**config.mk**
```make
export PLATFORM = sky130hd
export DESIGN_NAME = fcs_insert
export DESIGN_NICKNAME = d
export VERILOG_FILES = /design/src/rtl/eth_pkg.sv /design/src/rtl/crc32_d8_update.sv /design/src/rtl/fcs_insert.sv
export SDC_FILE = /design/constraint.sdc
export NUM_CORES = 1
export LEC_CHECK = 0
export CAP_MARGIN = 5
export CORE_UTILIZATION = 35
export CTS_CLUSTER_SIZE = 16
export DETAILED_ROUTE_END_ITERATION = 8
export DONT_BUFFER_PORTS = 1
export GPL_ROUTABILITY_DRIVEN = 0
export PLACE_DENSITY = 0.6
export SYNTH_ARGS = -nofsm -noshare
export SYNTH_HDL_FRONTEND = slang
export SYNTH_SLANG_ARGS = --single-unit
```
**constraint.sdc**
```tcl
create_clock -name clk -period 2.83 [get_ports clk]
set_input_delay 0.566 -clock clk [delete_from_list [all_inputs] [get_ports clk]]
set_output_delay 0.566 -clock clk [all_outputs]
set_load 0.005 [all_outputs]
```
**src/rtl/eth_pkg.sv**
```systemverilog
// Shared Ethernet framing constants, transmit FSM state type and CRC-32 byte step.
// Latency: n/a (package).
// Backpressure: n/a (package).
package eth_pkg;

    localparam logic [31:0] CRC32_POLY_REFL = 32'hEDB88320;
    localparam logic [31:0] CRC32_INIT      = 32'hFFFFFFFF;
    localparam int          ETH_MIN_FRAME   = 60;
    localparam int          ETH_FCS_BYTES   = 4;

    typedef enum logic [2:0] {
        IDLE,
        DATA,
        PAD,
        FCS,
        DROP,
        IFG
    } tx_state_t;

    // Reflected CRC-32 advanced by one byte, LSB of the byte first.
    function automatic logic [31:0] crc32_d8(input logic [31:0] crc, input logic [7:0] data);
        logic [31:0] c;
        c = crc ^ {24'h000000, data};
        for (int i = 0; i < 8; i++) begin
            c = c[0] ? ((c >> 1) ^ CRC32_POLY_REFL) : (c >> 1);
        end
        return c;
    endfunction

endpackage

```
**src/rtl/crc32_d8_update.sv**
```systemverilog
// Combinational one-byte CRC-32 step, shared by transmit FCS insert and receive check.
// Latency: 0 cycles (pure combinational).
// Backpressure: none; caller decides when to register the result.
module crc32_d8_update
    import eth_pkg::*;
(
    input  logic [31:0] crc_cur,
    input  logic [7:0]  data,
    output logic [31:0] crc_next
);

    // Next CRC value for the presented byte.
    assign crc_next = crc32_d8(crc_cur, data);

endmodule

```
**src/rtl/fcs_insert.sv**
```systemverilog
// Transmit FCS insert: pads runts, appends CRC-32, enforces inter-frame gap, flags underrun.
// Latency: accepted byte appears on tx_data one cycle later; FCS follows the last data/pad byte directly.
// Backpressure: in_ready low during PAD, FCS and IFG; in_valid low mid-frame is an underrun, not a stall.
module fcs_insert
    import eth_pkg::*;
#(
    parameter int   P_MIN_FRAME = ETH_MIN_FRAME,
    parameter logic P_PAD_EN    = 1'b1,
    parameter int   P_IFG       = 12
) (
    input  logic       clk,
    input  logic       reset,
    input  logic       in_valid,
    input  logic [7:0] in_data,
    input  logic       in_last,
    output logic       in_ready,
    output logic       tx_ctrl,
    output logic [7:0] tx_data,
    output logic       tx_done,
    output logic       tx_underrun
);

    localparam logic [11:0] MIN_LEN  = 12'(P_MIN_FRAME);
    localparam logic [4:0]  IFG_LAST = 5'(P_IFG - 1);
    localparam logic [1:0]  FCS_LAST = 2'(ETH_FCS_BYTES - 1);

    tx_state_t   state;
    logic [31:0] crc;
    logic [31:0] crc_seed;
    logic [31:0] crc_next;
    logic [7:0]  crc_byte;
    logic [10:0] byte_cnt;
    logic [10:0] cnt_inc;
    logic [11:0] cnt_plus1;
    logic [1:0]  fcs_cnt;
    logic [4:0]  ifg_cnt;
    logic        fcs_bad;
    logic [31:0] fcs_word;

    // Widened count of the byte about to be emitted; never wraps, so pad decisions stay correct.
    assign cnt_plus1 = {1'b0, byte_cnt} + 12'd1;
    // Saturating count so very long frames never alias into the pad range.
    assign cnt_inc   = (byte_cnt == 11'h7FF) ? byte_cnt : byte_cnt + 11'd1;
    // First byte of a frame always starts from the init value.
    assign crc_seed  = (state == IDLE) ? CRC32_INIT : crc;
    assign crc_byte  = (state == PAD) ? 8'h00 : in_data;
    // An underrun frame carries the raw CRC so the far end sees a guaranteed bad FCS.
    assign fcs_word  = fcs_bad ? crc : ~crc;

    crc32_d8_update u_crc (
        .crc_cur  (crc_seed),
        .data     (crc_byte),
        .crc_next (crc_next)
    );

    // Transmit FSM with all PHY-side outputs and in_ready registered.
    always_ff @(posedge clk) begin
        if (reset) begin
            state       <= IDLE;
            crc         <= CRC32_INIT;
            byte_cnt    <= 11'd0;
            fcs_cnt     <= 2'd0;
            ifg_cnt     <= 5'd0;
            fcs_bad     <= 1'b0;
            in_ready    <= 1'b1;
            tx_ctrl     <= 1'b0;
            tx_data     <= 8'h00;
            tx_done     <= 1'b0;
            tx_underrun <= 1'b0;
        end else begin
            // tx_ctrl is still high only in the first cycle after FCS, which is where done belongs.
            tx_done     <= tx_ctrl && ((state == IFG) || (state == DROP));
            tx_underrun <= 1'b0;
            tx_ctrl     <= 1'b0;
            case (state)
                IDLE, DATA: begin
                    if (in_valid) begin
                        tx_ctrl  <= 1'b1;
                        tx_data  <= in_data;
                        crc      <= crc_next;
                        byte_cnt <= cnt_inc;
                        if (in_last) begin
                            in_ready <= 1'b0;
                            fcs_cnt  <= 2'd0;
                            if (P_PAD_EN && (cnt_plus1 < MIN_LEN)) begin
                                state <= PAD;
                            end else begin
                                state <= FCS;
                            end
                        end else begin
                            state <= DATA;
                        end
                    end else if (state == DATA) begin
                        // Underrun: first (uninverted) FCS byte goes out now to keep tx_ctrl contiguous.
                        tx_underrun <= 1'b1;
                        tx_ctrl     <= 1'b1;
                        tx_data     <= crc[7:0];
                        fcs_bad     <= 1'b1;
                        fcs_cnt     <= 2'd1;
                        in_ready    <= 1'b0;
                        state       <= FCS;
                    end
                end
                PAD: begin
                    tx_ctrl  <= 1'b1;
                    tx_data  <= 8'h00;
                    crc      <= crc_next;
                    byte_cnt <= cnt_inc;
                    if (cnt_plus1 >= MIN_LEN) begin
                        fcs_cnt <= 2'd0;
                        state   <= FCS;
                    end
                end
                FCS: begin
                    tx_ctrl <= 1'b1;
                    tx_data <= fcs_word[{fcs_cnt, 3'b000} +: 8];
                    fcs_cnt <= fcs_cnt + 2'd1;
                    if (fcs_cnt == FCS_LAST) begin
                        if (fcs_bad) begin
                            in_ready <= 1'b1;
                            state    <= DROP;
                        end else begin
                            ifg_cnt <= 5'd0;
                            state   <= IFG;
                        end
                    end
                end
                DROP: begin
                    // The in_last cycle already counts as the first gap cycle.
                    if (in_valid && in_last) begin
                        in_ready <= 1'b0;
                        fcs_bad  <= 1'b0;
                        ifg_cnt  <= 5'd1;
                        state    <= IFG;
                    end
                end
                IFG: begin
                    byte_cnt <= 11'd0;
                    ifg_cnt  <= ifg_cnt + 5'd1;
                    if (ifg_cnt >= IFG_LAST) begin
                        in_ready <= 1'b1;
                        fcs_bad  <= 1'b0;
                        state    <= IDLE;
                    end
                end
                default: begin
                    in_ready <= 1'b1;
                    state    <= IDLE;
                end
            endcase
        end
    end

endmodule
```
=== Word-level counts from Yosys, hierarchy flattened ===
Cells that the tools add are included.

* $add $sub $neg: 4
* $lt $le $gt $ge: 3
* Equality and inequality tests: 18
* Shift operators: 1
* Multiplexer cells: 53
* Bitwise operators: 12
* Reduce and logical (&&, ||, !) cells: 20

{| class="wikitable"
|+ Operator list
! operator !! number
|-
| $mux W32 || 11
|-
| $not A13 Y14 || 8
|-
| $pmux W32 S2 || 1
|-
| $pmux W11 S3 || 1
|-
| $not A32 Y32 || 1
|-
| $shiftx A32 B6 Y8 || 1
|-
| $xor A32 B8 Y32 || 1
|-
| $mux W8 || 3
|-
| $pmux W8 S3 || 1
|-
| $mux W11 || 2
|-
| $mux W3 || 7
|-
| $mux W5 || 3
|-
| $pmux W3 S5 || 1
|-
| $pmux W5 S3 || 1
|-
| $mux W1 || 14
|-
| $add A11 B1 Y12 const B || 1
|-
| $ge A12 B6 Y1 const B || 1
|-
| $lt A12 B6 Y1 const B || 1
|-
| $ne A2 B2 Y1 const B || 6
|-
| $reduce_bool A3 Y1 || 4
|-
| $add A11 B1 Y11 const B || 1
|-
| $eq A11 B11 Y1 const B || 1
|-
| $reduce_and A5 Y1 || 2
|-
| $mux W2 || 4
|-
| 23 further kinds || 34
|}

* Flip-flop bits (word level): 66
* Bits of input ports: 12
* Output and inout bits: 12
* Word-level logic and storage cells: 122

=== Depth between registers and ports, before layout ===
* Depth after elaboration: 21
* Depth in mapped cells: 9
* Gate-level depth less buffers: 8

=== Modules after synthesis ===
A second synthesis with hierarchy kept.

* Cells, all modules: 493
* Area, all modules: 4,488.1 um2

{| class="wikitable"
|+ Modules (own cells, without submodules)
! module !! times used !! cells each !! area an instance (um2) !! sequential area each (um2)
|-
| fcs_insert || 1 || 422 || 3,771.1 || 1,321.3
|-
| crc32_d8_update || 1 || 71 || 716.9 || 0.0
|}

=== Worst setup path after synthesis ===
OpenSTA, ideal clock, no wires.

* Kind: input to register
* From: input port in_data[3]
* To: register crc[19]
* Library setup time: 0.127 ns
* Data arrival time: 2.217 ns
* Slack: 0.486 ns
* Cell stages on the path: 8
* Path buffers: 1
* Path through: buf_4 > xor2_1 > a21oi_1 > a311oi_4 > xor2_1 > xnor2_1 > xnor2_1 > o21ai_1

* Cells in the longest elaborated chain, start to end: 15

{| class="wikitable"
|+ RTL lines
! what !! RTL line !! RTL
|-
| start, declared || fcs_insert.sv:14 || <nowiki>input logic [7:0] in_data,</nowiki>
|-
| $mux W8 (*) || fcs_insert.sv:46 || <nowiki>assign crc_byte = (state == PAD) ? 8'h00 : in_data;</nowiki>
|-
| $xor A32 B8 Y32 (*) || eth_pkg.sv:23 || <nowiki>c = crc ^ {24'h000000, data};</nowiki>
|-
| $mux W32 (*) (5 in series) || eth_pkg.sv:25 || <nowiki>c = c[0] ? ((c >> 1) ^ CRC32_POLY_REFL) : (c >> 1);</nowiki>
|-
| $not A13 Y14 (no line) || n/a ||
|-
| $mux W32 (*) || eth_pkg.sv:25 ||
|-
| $not A13 Y14 (no line) || n/a ||
|-
| $mux W32 (*) || eth_pkg.sv:25 ||
|-
| $not A13 Y14 (no line) || n/a ||
|-
| $mux W32 (*) || eth_pkg.sv:25 ||
|-
| $mux W32 || fcs_insert.sv:77 || <nowiki>if (in_valid) begin</nowiki>
|-
| $pmux W32 S2 (*) || fcs_insert.sv:75 || <nowiki>case (state)</nowiki>
|-
| end signal, assigned || fcs_insert.sv:80 || <nowiki>crc <= crc_next;</nowiki>
|-
| end signal, assigned || fcs_insert.sv:107 || <nowiki>crc <= crc_next;</nowiki>
|-
| end, declared || fcs_insert.sv:28 || <nowiki>logic [31:0] crc;</nowiki>
|}

Mark *: on every way between the ends. The rest lies on a longest branch, timed or not. The select of a mux whose other input is x is not followed.
A chain may end at the register's enable or synchronous reset.

=== Worst setup path after layout ===
* From: register state[2]
* To: register crc[23]

* Cells in the longest elaborated chain, start to end: 19

{| class="wikitable"
|+ RTL lines
! what !! RTL line !! RTL
|-
| start, declared || fcs_insert.sv:27 || <nowiki>tx_state_t state;</nowiki>
|-
| start signal, assigned || fcs_insert.sv:59 || <nowiki>state <= IDLE;</nowiki>
|-
| start signal, assigned || fcs_insert.sv:86 || <nowiki>state <= PAD;</nowiki>
|-
| start signal, assigned || fcs_insert.sv:88 || <nowiki>state <= FCS;</nowiki>
|-
| $logic_not A3 Y1 || fcs_insert.sv:45, fcs_insert.sv:75 ||
|-
| $mux W32 || fcs_insert.sv:45 || <nowiki>assign crc_seed = (state == IDLE) ? CRC32_INIT : crc;</nowiki>
|-
| $xor A32 B8 Y32 || eth_pkg.sv:23 ||
|-
| $not A13 Y14 (no line) || n/a ||
|-
| $mux W32 || eth_pkg.sv:25 ||
|-
| $not A13 Y14 (no line) || n/a ||
|-
| $mux W32 (2 in series) || eth_pkg.sv:25 ||
|-
| $not A13 Y14 (no line) || n/a ||
|-
| $mux W32 || eth_pkg.sv:25 ||
|-
| $not A13 Y14 (no line) || n/a ||
|-
| $mux W32 (2 in series) || eth_pkg.sv:25 ||
|-
| $not A13 Y14 (no line) || n/a ||
|-
| $mux W32 || eth_pkg.sv:25 ||
|-
| $not A13 Y14 (no line) || n/a ||
|-
| $mux W32 || eth_pkg.sv:25 ||
|-
| $mux W32 || fcs_insert.sv:77 ||
|-
| $pmux W32 S2 || fcs_insert.sv:75 ||
|}

Several ways; a longest one is shown, not always the timed one. The select of a mux whose other input is x is not followed.

==> results.py <==
metrics = {
    "status": {
        "status": "complete, no violations",
    },
    "placement": {
        "dpl.hpwl_um": 8311,
        "place_worst_setup_slack_ns": 0.1215,
        "instance_count_after_placement_with_tap_cells_included": 675,
        "portBuffers": 0,
    },
    "logic_synthesis": {
        "total_of_warnings_raised_by_yosys": 0,
        "gate_count_post_synth": 527,
        "ys_ff_latch": 66,
        "syn_avg_cell_area_um2": 8.248,
        "post_synth_instance_area_mm2": 0.004347,
        "synthesis.nets": 543,
        "yosys.area.top_type": "dfxtp_1",
        "post_synth_edffs": 0,
        "synth-seq-area-share_pct": 30.40,
        "synth-async-reset-ratio_pct": 0,
        "synth_top_area_share_pct": 30.40,
        "ys_types": 52,
        "synth_top_cells_by_area": "dfxtp_1 (30%), xnor2_1 (10%), xor2_1 (5.4%), nor2_1 (5.0%), nand2_1 (4.8%)",
        "synth_flop_cell": "dfxtp_1",
    },
    "detailed_routing": {
        "drt_first_iter_violations": 244,
        "antenna_violating_nets_post_route": 0,
        "routed_via_density": 5.448,
        "first_pass_iteration_count_of_the_detailed_router": 4,
        "avgRoutedWirePerCell_um": 17.06,
        "drc": 0,
        "detailroute.via_count": 3759,
        "drt_wl_total_um": 11770,
    },
    "finish": {
        "final-instance-count-excl-fill": 690,
        "drive_gt1_share_pct": 12.07,
        "syn_to_final_growth_pct": 11.23,
        "n_antenna_cell": 0,
        "multiInputGateArea_mm2": 0.002820,
        "nFillCells": 1210,
        "ff_latch_area_mm2": 0.001321,
        "post-route-util_pct": 40.08,
        "final_net_count": 534,
    },
    "global_route": {
        "globalRouteTotalUtil_pct": 19.14,
        "initial_antenna_violation_count": 0,
        "grt_max_degree": 64,
        "wire_length_of_the_first_global_routing_pass_um": 19090,
        "first_global_vias": 3563,
        "grt.overflow.total": 0,
    },
    "timing": {
        "tightest_slew_ns": 0.7193,
        "postLayoutSetupSlackWorst_ns": 0.3143,
        "clock.fmax_ghz": 0.3975,
        "slew_headroom_pct": 51.44,
        "final_hold_viol_count": 0,
        "rsz0062_at_grt": "false",
        "final_max_slew_viol_count": 0,
        "layout_worst_path_cycle_share_pct": 88.89,
        "final_setup_violating_endpoints": 0,
        "totalNegativeSetupSlack_ns": 0,
        "finalWorstPathRequiredPeriod_ns": 2.516,
        "worst_clock_skew_ns": 0.006811,
    },
    "clock_network": {
        "cts-htree-levels": 3,
        "cts.hold.buffers_added": 0,
        "cts_buffers": 9,
        "cts_max_path_buffers": 2,
        "clock_latency_ns": 0.33,
        "tritoncts_clock_tree": "done",
        "post_cts_buffers": 0,
        "clockRootBuffer": "clkbuf_16",
        "cts_resized": 0,
        "clk_transition_reported_paths_ns": 0.05,
        "clock_sinks": 66,
    },
    "worst_setup_path": {
        "setup.worst_path.class": "flop to flop",
        "timing.reg2reg.setup_slack_ns": 0.31,
        "crit_path_max_fanout": 11,
        "setup.worst_path.end_class": "flop",
        "cp-start-kind": "flop",
        "cp.arrival_ns": 2.75,
        "critPathRequiredTime_ns": 3.06,
    },
    "floorplan": {
        "design.die.area_mm2": 0.01287,
        "dieHeight_um": 113.4,
        "die_width_um": 113.4,
        "fp-row-count": 40,
        "core_area_mm2": 0.01206,
        "number_of_primary_i_o_pins": 24,
        "initial_utilization_pct": 36.04,
    },
    "hold_path": {
        "worst_hold_path_type": "input port to flop",
    },
    "run": {
        "cap_viol_max_count": 0,
    },
    "power_and_ir_drop": {
        "cell_pwr_density_mw_per_mm2": 1207,
        "power.leakage_nw": 1.721,
        "irDropWorstVdd_v": 0.0004259,
    },
}
==> area by class of cell <==
cell class	count	area share, %
flip-flops and latches	66	27.33
clock inverters	2	0.2588
clock buffers	13	5.383
repair buffers	22	3.416
multi-input cells	407	58.33
inverters	12	0.9317
well taps	168	4.348
==> synth_stat cells, types with 4 or more instances <==
master / number
dfxtp_1: 66
nor2_1: 58
nand2_1: 56
xnor2_1: 51
clkbuf_1: 28
o211ai_1: 28
o21ai_0: 27
xor2_1: 27
a21oi_1: 25
nor3_1: 14
mux2i_1: 13
inv_1: 11
nand3_1: 10
o221ai_1: 9
mux4_2: 8
o22ai_1: 8
nand4_1: 7
a31oi_1: 6
buf_2: 5
or3_1: 5
a211oi_1: 4
ha_1: 4
mux2_2: 4
o311ai_0: 4
==> critical path: stages (launching register included) <==
cell,delay [ns]
dfxtp_1,0.39
buf_4,0.21
inv_1,0.07
nand2_1,0.28
a311oi_4,0.54
xor2_2,0.19
xnor2_1,0.39
nor4_1,0.11
a311oi_1,0.24
==> kinds of logic (layout without fill, tap and decap cells) <==
family                   Yosys count  in the layout  synth area share [%]
buffers and inverters             54             49                 5.152
AO/OA/AOI/OAI                    133            133                 21.73
XOR/XNOR                          81             81                 16.84
AND/OR/NAND/NOR                  164            164                 16.55
adder cells (fa/ha/maj)            4              4                 1.151
flip-flops                        66             66                 30.40
multiplexers                      25             25                 8.175
==> through the flow <==
stage	cell area [um^2]	hold WS, ns	power [mW]
3_5_place_dp	4549	0.4564	4.760
6_report	4835	0.3034	5.835
3_3_place_gp	4549	0.4509	4.728
4_1_cts	4822	0.2980	5.818
5_1_grt	4835	0.2957	6.234
2_1_floorplan	4347	0.4315	4.015
==> layout by cell type (no fill, tap or decap), drive strengths merged, types with 2 or more instances in the layout <==
cell	n
dfxtp	66
nor2	58
nand2	56
xnor2	51
xor2	30
o211ai	29
o21ai	28
a21oi	27
buf	22
nor3	14
mux2i	13
clkbuf	13
inv	11
nand3	10
o221ai	9
o22ai	8
mux4	8
nand4	7
a31oi	6
o311ai	6
or3	5
a311oi	5
a211oi	4
mux2	4
ha	4
nand2b	3
nor4	3
o21a	3
nand3b	2
o32ai	2
nor3b	2
clkinv	2
==> final timing paths <==
kind / start / endpoint / cells past startpoint
worst max-delay path: state[2] / crc[23] / 8
worst min-delay path: reset / byte_cnt[8] / 1
worst min register to register: ifg_cnt[4] / ifg_cnt[4] / 1
worst max register to register: state[2] / crc[23] / 8
==> layer usage <==
layer	part of all wire [%]	vias up	track usage [%]
met1	46	1806	25.41
met2	47	88	30.14
met5	0	-	0
met4	1.4	0	6.579
met3	6.0	11	4.942
li1	-	1854	-
==> flip-flops by register name (all words and copies together), names as in the netlist <==
signal / cells
crc: 32
tx_underrun: 1
tx_data: 8
state: 3
byte_cnt: 11
fcs_bad: 1
ifg_cnt: 5
in_ready: 1
tx_done: 1
tx_ctrl: 1
fcs_cnt: 2
==> power breakdown <==
group          switching, mW  internal (mW)  leakage [nW]
Clock                  0.398          0.634         0.132
Sequential             0.354           1.21         0.545
Combinational           1.79           1.45          1.04
(Power assumes the default switching activity.)
